==> src/rtl/rlc_pio_bank_if.sv <==
// Avalon-MM slave port bundle for rlc_pio_bank.
// The bus fabric side uses master; the PIO bank uses slave.
interface rlc_pio_bank_if;
  logic [2:0]  avs_address;
  logic        avs_read;
  logic        avs_write;
  logic [31:0] avs_writedata;
  logic [31:0] avs_readdata;

  modport slave (
    input  avs_address,
    input  avs_read,
    input  avs_write,
    input  avs_writedata,
    output avs_readdata
  );

  modport master (
    output avs_address,
    output avs_read,
    output avs_write,
    output avs_writedata,
    input  avs_readdata
  );
endinterface

==> src/rtl/rlc_pio_bank.sv <==
// Parametrised PIO bank: synchronised and debounced inputs with edge capture and interrupt,
// plus a registered output port with atomic set/clear, all behind an Avalon-MM slave.
module rlc_pio_bank #(
  parameter int unsigned       DATA_W       = 8,
  parameter int unsigned       DEBOUNCE_CYC = 16,
  parameter int unsigned       EDGE_MODE    = 0,
  parameter logic [DATA_W-1:0] OUT_RESET    = '0
) (
  input  logic              clk_clk,
  input  logic              reset_reset,
  rlc_pio_bank_if.slave     avs,
  input  logic [DATA_W-1:0] pins_in,
  output logic [DATA_W-1:0] pins_out,
  output logic              irq
);

  typedef enum logic [2:0] {
    REG_IN      = 3'd0,
    REG_OUT     = 3'd1,
    REG_IRQMASK = 3'd2,
    REG_EDGECAP = 3'd3,
    REG_OUTSET  = 3'd4,
    REG_OUTCLR  = 3'd5,
    REG_RSVD6   = 3'd6,
    REG_RSVD7   = 3'd7
  } reg_addr_e;

  reg_addr_e         addr;
  logic [DATA_W-1:0] wd;
  logic [DATA_W-1:0] sync1, sync2;
  logic [1:0]        sync_ok;
  logic [DATA_W-1:0] db_q, db_next, qual;
  logic [DATA_W-1:0] armed, edge_cap, irq_mask;
  logic [DATA_W-1:0] edge_sel, new_edge, w1c, out_next, mask_next;
  logic [31:0]       rd_word, readdata;
  logic              unused_bits;

  assign addr             = reg_addr_e'(avs.avs_address);
  assign wd               = avs.avs_writedata[DATA_W-1:0];
  assign avs.avs_readdata = readdata;
  assign unused_bits      = ^{avs.avs_writedata, sync_ok, sync2};

  // sync_ok tracks how many synchroniser stages hold real pin samples since reset
  always_ff @(posedge clk_clk) begin
    if (reset_reset) begin
      sync1   <= '0;
      sync2   <= '0;
      sync_ok <= '0;
    end else begin
      sync1   <= pins_in;
      sync2   <= sync1;
      sync_ok <= {sync_ok[0], 1'b1};
    end
  end

  generate
    if (DEBOUNCE_CYC == 0) begin : g_bypass
      // db_q mirrors sync2; qualifying on sync1 lets edges be seen at the same edge sync2 moves
      assign db_next = sync1;
      assign qual    = {DATA_W{sync_ok[0]}};
    end else begin : g_debounce
      localparam int unsigned      CNT_W   = (DEBOUNCE_CYC > 1) ? $clog2(DEBOUNCE_CYC) : 1;
      localparam logic [CNT_W-1:0] CNT_MAX = CNT_W'(DEBOUNCE_CYC - 1);

      logic [CNT_W-1:0] cnt [DATA_W];

      // sync2 is the candidate; a pending change in sync1 restarts the hold count
      always_ff @(posedge clk_clk) begin
        if (reset_reset) begin
          for (int unsigned i = 0; i < DATA_W; i++) cnt[i] <= '0;
        end else begin
          for (int unsigned i = 0; i < DATA_W; i++) begin
            if (sync1[i] != sync2[i])  cnt[i] <= '0;
            else if (cnt[i] != CNT_MAX) cnt[i] <= cnt[i] + 1'b1;
          end
        end
      end

      always_comb begin
        qual = '0;
        for (int unsigned i = 0; i < DATA_W; i++)
          qual[i] = sync_ok[1] && (sync1[i] == sync2[i]) && (cnt[i] == CNT_MAX);
      end

      assign db_next = sync2;
    end
  endgenerate

  always_comb begin
    edge_sel = '0;
    if (EDGE_MODE == 0)      edge_sel = qual & db_next & ~db_q;
    else if (EDGE_MODE == 1) edge_sel = qual & ~db_next & db_q;
    else                     edge_sel = qual & (db_next ^ db_q);
    new_edge = edge_sel & armed;
  end

  always_comb begin
    out_next  = pins_out;
    mask_next = irq_mask;
    w1c       = '0;
    if (avs.avs_write) begin
      case (addr)
        REG_OUT:     out_next  = wd;
        REG_IRQMASK: mask_next = wd;
        REG_EDGECAP: w1c       = wd;
        REG_OUTSET:  out_next  = pins_out | wd;
        REG_OUTCLR:  out_next  = pins_out & ~wd;
        default:     ;
      endcase
    end
  end

  always_comb begin
    rd_word = '0;
    case (addr)
      REG_IN:      rd_word[DATA_W-1:0] = db_q;
      REG_OUT:     rd_word[DATA_W-1:0] = pins_out;
      REG_IRQMASK: rd_word[DATA_W-1:0] = irq_mask;
      REG_EDGECAP: rd_word[DATA_W-1:0] = edge_cap;
      default:     rd_word = '0;
    endcase
  end

  // W1C and a fresh edge on the same bit: the OR after the clear keeps the edge
  always_ff @(posedge clk_clk) begin
    if (reset_reset) begin
      db_q     <= '0;
      armed    <= '0;
      edge_cap <= '0;
      irq_mask <= '0;
      pins_out <= OUT_RESET;
      irq      <= 1'b0;
      readdata <= '0;
    end else begin
      db_q     <= (qual & db_next) | (~qual & db_q);
      armed    <= armed | qual;
      edge_cap <= (edge_cap & ~w1c) | new_edge;
      irq_mask <= mask_next;
      pins_out <= out_next;
      irq      <= |(edge_cap & irq_mask);
      if (avs.avs_read) readdata <= rd_word;
    end
  end

endmodule
==> src/flat_wrapper.sv <==
// flat-port wrapper written by rule: the top's interface ports become plain ports
module rlc_pio_bank_flat 
#(
  parameter int unsigned       DATA_W       = 8,
  parameter int unsigned       DEBOUNCE_CYC = 16,
  parameter int unsigned       EDGE_MODE    = 0,
  parameter logic [DATA_W-1:0] OUT_RESET    = '0
)
  (clk_clk, reset_reset, pins_in, pins_out, irq, avs_avs_address, avs_avs_read, avs_avs_write, avs_avs_writedata, avs_avs_readdata);
  rlc_pio_bank_if avs_i ();
  input  logic clk_clk;
  input  logic reset_reset;
  input  logic [DATA_W-1:0] pins_in;
  output logic [DATA_W-1:0] pins_out;
  output logic irq;
  input wire logic [$bits(avs_i.avs_address)-1:0] avs_avs_address;
  input wire logic [$bits(avs_i.avs_read)-1:0] avs_avs_read;
  input wire logic [$bits(avs_i.avs_write)-1:0] avs_avs_write;
  input wire logic [$bits(avs_i.avs_writedata)-1:0] avs_avs_writedata;
  output wire logic [$bits(avs_i.avs_readdata)-1:0] avs_avs_readdata;
  assign avs_i.avs_address = avs_avs_address;
  assign avs_i.avs_read = avs_avs_read;
  assign avs_i.avs_write = avs_avs_write;
  assign avs_i.avs_writedata = avs_avs_writedata;
  assign avs_avs_readdata = avs_i.avs_readdata;
  rlc_pio_bank #(.DATA_W(DATA_W), .DEBOUNCE_CYC(DEBOUNCE_CYC), .EDGE_MODE(EDGE_MODE), .OUT_RESET(OUT_RESET)) u_core (.clk_clk(clk_clk), .reset_reset(reset_reset), .avs(avs_i), .pins_in(pins_in), .pins_out(pins_out), .irq(irq));
endmodule
==> config.mk <==
export PLATFORM = sky130hd
export DESIGN_NAME = rlc_pio_bank_flat
export DESIGN_NICKNAME = d
export VERILOG_FILES = /design/src/rtl/rlc_pio_bank_if.sv /design/src/rtl/rlc_pio_bank.sv /design/src/flat_wrapper.sv
export SDC_FILE = /design/constraint.sdc
export NUM_CORES = 1
export LEC_CHECK = 0
export CORE_MARGIN = 1.5
export CORE_UTILIZATION = 60
export CTS_CLUSTER_DIAMETER = 100
export DETAILED_ROUTE_END_ITERATION = 10
export DONT_BUFFER_PORTS = 1
export GPL_TIMING_DRIVEN = 0
export HOLD_SLACK_MARGIN = 0.03
export PLACE_DENSITY = 0.76
export REMOVE_ABC_BUFFERS = 1
export SLEW_MARGIN = 20
export SYNTH_ARGS = -nofsm -noshare
export SYNTH_HDL_FRONTEND = slang
export SYNTH_SLANG_ARGS = --single-unit
==> constraint.sdc <==
create_clock -name clk_clk -period 3.3 [get_ports clk_clk]
set_input_delay 0.33 -clock clk_clk [delete_from_list [all_inputs] [get_ports clk_clk]]
set_output_delay 0.33 -clock clk_clk [all_outputs]
set_load 0.01 [all_outputs]
# [After elaboration in Yosys (flattened, before gate mapping)]
# Memories as Yosys holds them, arrays and structs flattened.
# Cells that the tools add are included.
[word_totals] ff_bits=67 latch_bits=0 ramBits=32 mem_bits_ro=0 in_bits=47 output_inout_bits=41 n_memories=1
[memory_table] name="u_core.g_debounce.cnt" depth=8 word_bits=4 rd=8 rd_ports_with_merged_regs=0 wr=8 line_no="rlc_pio_bank.sv:65" rtl="logic [CNT_W-1:0] cnt [DATA_W];"
[op_classes] n_addsub=8 n_mul=0 div=0 order_cmp=0 n_eq_ne=37 shifts=0 n_mux=79 bitwise_logic=31 reduce_logical=21
[ops] op="4-bit two-way mux" n=16
[ops] op="1-bit two-way mux" n=59
[ops] op="8-bit bitwise AND" n=7
[ops] op="4-bit by 1-bit adder with 4-bit output, second input constant" n=8
[ops] op="4-bit equality test, second input constant" n=8
[ops] op="4-bit != test, second input constant" n=8
[ops] op="8-bit NOT" n=4
[ops] op="8-bit bitwise OR" n=4
[ops] op="8-bit one-hot mux with 4 select lines" n=1
[ops] op="8-bit one-hot mux with 3 select lines" n=1
[ops] op="1-bit logical AND" n=16
[ops] op="8-bit two-way mux" n=2
[ops] op="1-bit bitwise OR" n=16
[ops] op="1-bit equality test" n=8
[ops] op="1-bit != test" n=8
[ops] op="8-bit OR reduction" n=1
[ops] op="3-bit by 2-bit equality test with 1-bit output, second input constant" n=2
[ops] op="3-bit equality test, second input constant" n=2
[ops] op="2-bit AND reduction" n=2
[ops] op="3-bit by 1-bit equality test with 1-bit output, second input constant" n=1
[ops] op="3-bit zero test" n=1
[ops] op="3-bit nonzero test" n=1

# [Depth between registers and ports, before layout]
[depth] depth_word=7 mapped_depth=5 depth_no_buf=4

# [Worst setup path before layout]
# No wires, ideal clock.
[synth_timing] path_type="register to register" from="mem u_core.g_debounce.cnt[0][4] (netlist name)" to="mem u_core.g_debounce.cnt[0][7] (netlist name) (data pin)" setup_ns=0.139 t_arrival_ns=1.239 t_required_ns=3.161 setup_slack_ns=1.922 stages_incl_launch_ff=5 n_path_buf=0 period_less_slack_ns=1.378 path_cell_list="edfxtp_1 ha_1 and3_1 or3_1 nor2_1"
[synth_lines] item="start: declaration" line_no="rlc_pio_bank.sv:65"

==> impl_metrics.ini <==
[setup_path]
cp.arrival_ns = 1.75
r2r_slack_ns = 1.77
crit_fanout = 3
critical_path_class = flip-flop to flip-flop
end_kind = flip-flop
slowest_stage = edfxtp_1
cp_data_required_time_ns = 3.51
critPathTopFamily = simple AND/OR/NAND/NOR gates
path_depth = 4
max_stage_delay_ns = 0.44
start_kind = flip-flop
path_cells = ha_1 > and3_1 > or3_1 > nor2_1
critPathBufInv = 0
reg2regPathDepth = 4

[synth]
ys_seq_area_frac = 0.492
avgSynthCellArea_um2 = 10.3
synth_cell_types = 40
netlist.area_leader.share = 0.287
postSynth.asyncResetShare = 0
ys.flop_type = dfxtp_1
yosys.area.top_type = dfxtp_1
synth-edff-count = 32
ys_ff_latch = 99
yosys_warnings = 0
yosys-top-cells-area = dfxtp_1, edfxtp_1, nor2_1
netlist_area_mm2 = 0.00468
postSynthCellCount = 453

[die]
die_w_um = 91.3
die-area_mm2 = 0.00833
io_pins = 88
rows = 32
start_util = 0.612
fp.dieH_um = 91.3
core_mm2 = 0.00765

[timing]
finalSetupTns_ns = 0
skew_ns = 0.0109
hold_slack_ns = 0.0438
fin_crit_ns = 1.53
worst_slew_pin_slew_ns = 0.993
hold_viol_final = 0
rsz0062_at_grt = false
period_share = 0.464
finalMaxSlewViolations = 0
setup_viol = 0
max_freq_ghz = 0.653
relSlewSlack = 0.337
setup_ws_ns = 1.77

[route]
vias_per_cell = 5.56
drc = 0
post_drt_wl_per_cell_um = 16.4
dr.pass1.iters = 4
drtAntennaViolNets = 0
vias = 3073
dr.first_iter.drc_count = 152
wl_mm = 9.08

[pwr]
pwr-share-seq = 0.566
comb_power_share = 0.058
clkPwrFrac = 0.376
switching_share = 0.230
leakagePower_nw = 1.89
power.switching_mw = 0.538
powerDensity_mw_per_mm2 = 482
peakVddDrop_mv = 0.253
intPower_mw = 1.80

[global_routing]
gr-usage-met1 = 0.300
grt_usage = 0.226
overflow = 0
grt_pass1_vias = 2960
grt_start_max_net_pins = 57
antenna_found_initial = 0
use_met2 = 0.351
gr-usage-met3 = 0.0511
gr-max-usage-layer = met2
grt_pass1_wl_mm = 14.6

[worst_hold_path]
hp-class = input port to flip-flop
hold_depth = 1

[clocking]
post_cts_resized = 0
clk_pin_slew_ns = 0.09
cts_tree = built
root_buffer = clkbuf_8
clock_latency_ns = 0.36
post_cts_buffers = 0
clock_sinks = 99
cts_buffer_depth = 2
ctsHoldBuffers = 2
cts_made_buffers = 9
ctsHtreeMaxLevel = 3

[run]
maxCapViolCount = 0

[status]
status = completed

[placed_design]
place_area_mm2 = 0.00460
gp_congestion = 0.767
io_buffers = 0
dp.cells = 534
dpl.hpwl_mm = 5.94
post-place-ws_ns = 1.80

[final_layout]
num_antenna_cells = 0
fin_nets = 501
fillers = 628
drive_above_1_share = 0.0953
final_cell_count_no_fill = 553
area_growth_pct = 3.91
stdcell_area_mm2 = 0.00486
## final timing paths
check / startpoint / to
setup / recovery: u_core.g_debounce.cnt[0][24] / u_core.g_debounce.cnt[0][24]
hold / removal: reset_reset / u_core.avs.avs_readdata[7]
hold reg to reg: u_core.sync_ok[0] / u_core.sync_ok[1]
setup reg to reg: u_core.g_debounce.cnt[0][24] / u_core.g_debounce.cnt[0][24]
## cell families (layout without fill, tap and decap cells)
group	after synthesis	in the layout	synth area share
simple gates	190	190	0.204
xor+xnor	25	25	0.0508
fa+ha+maj	8	8	0.0214
other cells	1	24	0.000802
mux	32	32	0.0792
buf+inv	53	28	0.0701
compound gates	45	45	0.0811
flops	99	99	0.492
## stage by stage
step / utilization / total power [mW]
6_report: 0.635 / 2.34
5_1_grt: 0.635 / 2.43
4_1_cts: 0.634 / 2.36
3_5_place_dp: 0.601 / 1.48
3_3_place_gp: 0.601 / 1.47
2_1_floorplan: - / 1.45
## metal layers
| layer | share of wire | vias to the layer above |
|---|---|---|
| met2 | 0.46 | 77 |
| met5 | 0 | - |
| met3 | 0.063 | 21 |
| met1 | 0.45 | 1453 |
| met4 | 0.027 | 0 |
| li1 | - | 1522 |
## Yosys cell counts (9+ instances only)
cell type and n:
nand3_1 16, nor3b_1 9, inv_1 9, nor3_1 15, buf_2 9, nor2_1 56
mux2i_1 16, buf_4 25, dfxtp_1 67, nand2_1 38, xor2_1 16, nor2b_1 23
edfxtp_1 32
## cells in the final DEF (no fill, tap or decap), drive strengths merged, types with 10 or more instances in the layout
cell type | netlist | routed
nor2 | 56 | 56
edfxtp | 32 | 32
xor2 | 17 | 17
nor2b | 23 | 23
inv | 9 | 11
nand2 | 38 | 38
nor3b | 10 | 10
clkbuf | 5 | 10
conb | 1 | 24
mux2 | 16 | 16
dfxtp | 67 | 67
mux2i | 16 | 16
nor3 | 15 | 15
nand3 | 16 | 16
## sequential cells by signal, summed over array words and instances (netlist names), named ones only
| register | flops |
|---|---|
| u_core.db_next | 8 |
| u_core.irq_mask | 8 |
| u_core.g_debounce.cnt | 32 |
| u_core.armed | 8 |
| u_core.sync_ok | 2 |
| u_core.edge_cap | 8 |
| u_core.irq | 1 |
| u_core.pins_out | 8 |
| u_core.avs.avs_readdata | 8 |
| u_core.sync1 | 8 |
## area by class of cell
cell class / count / area (um^2) / share of cell area
flip-flops and latches: 99 / 2300 / 0.474
multi-input cells: 324 / 2130 / 0.439
clock buffers: 10 / 138 / 0.0283
well taps: 102 / 128 / 0.0263
clock inverters: 6 / 95.1 / 0.0196
inverters: 9 / 33.8 / 0.00695
repair buffers: 3 / 30.0 / 0.00618
## power by group through the flow
stage	clock [mW]	sequential (mW)	combinational, mW
6_report	0.880	1.32	0.136
5_1_grt	0.945	1.33	0.155
4_1_cts	0.897	1.32	0.134
3_5_place_dp	0	1.35	0.126
3_3_place_gp	0	1.35	0.121
2_1_floorplan	0	1.34	0.107
Power figures use the tool's default switching activity.
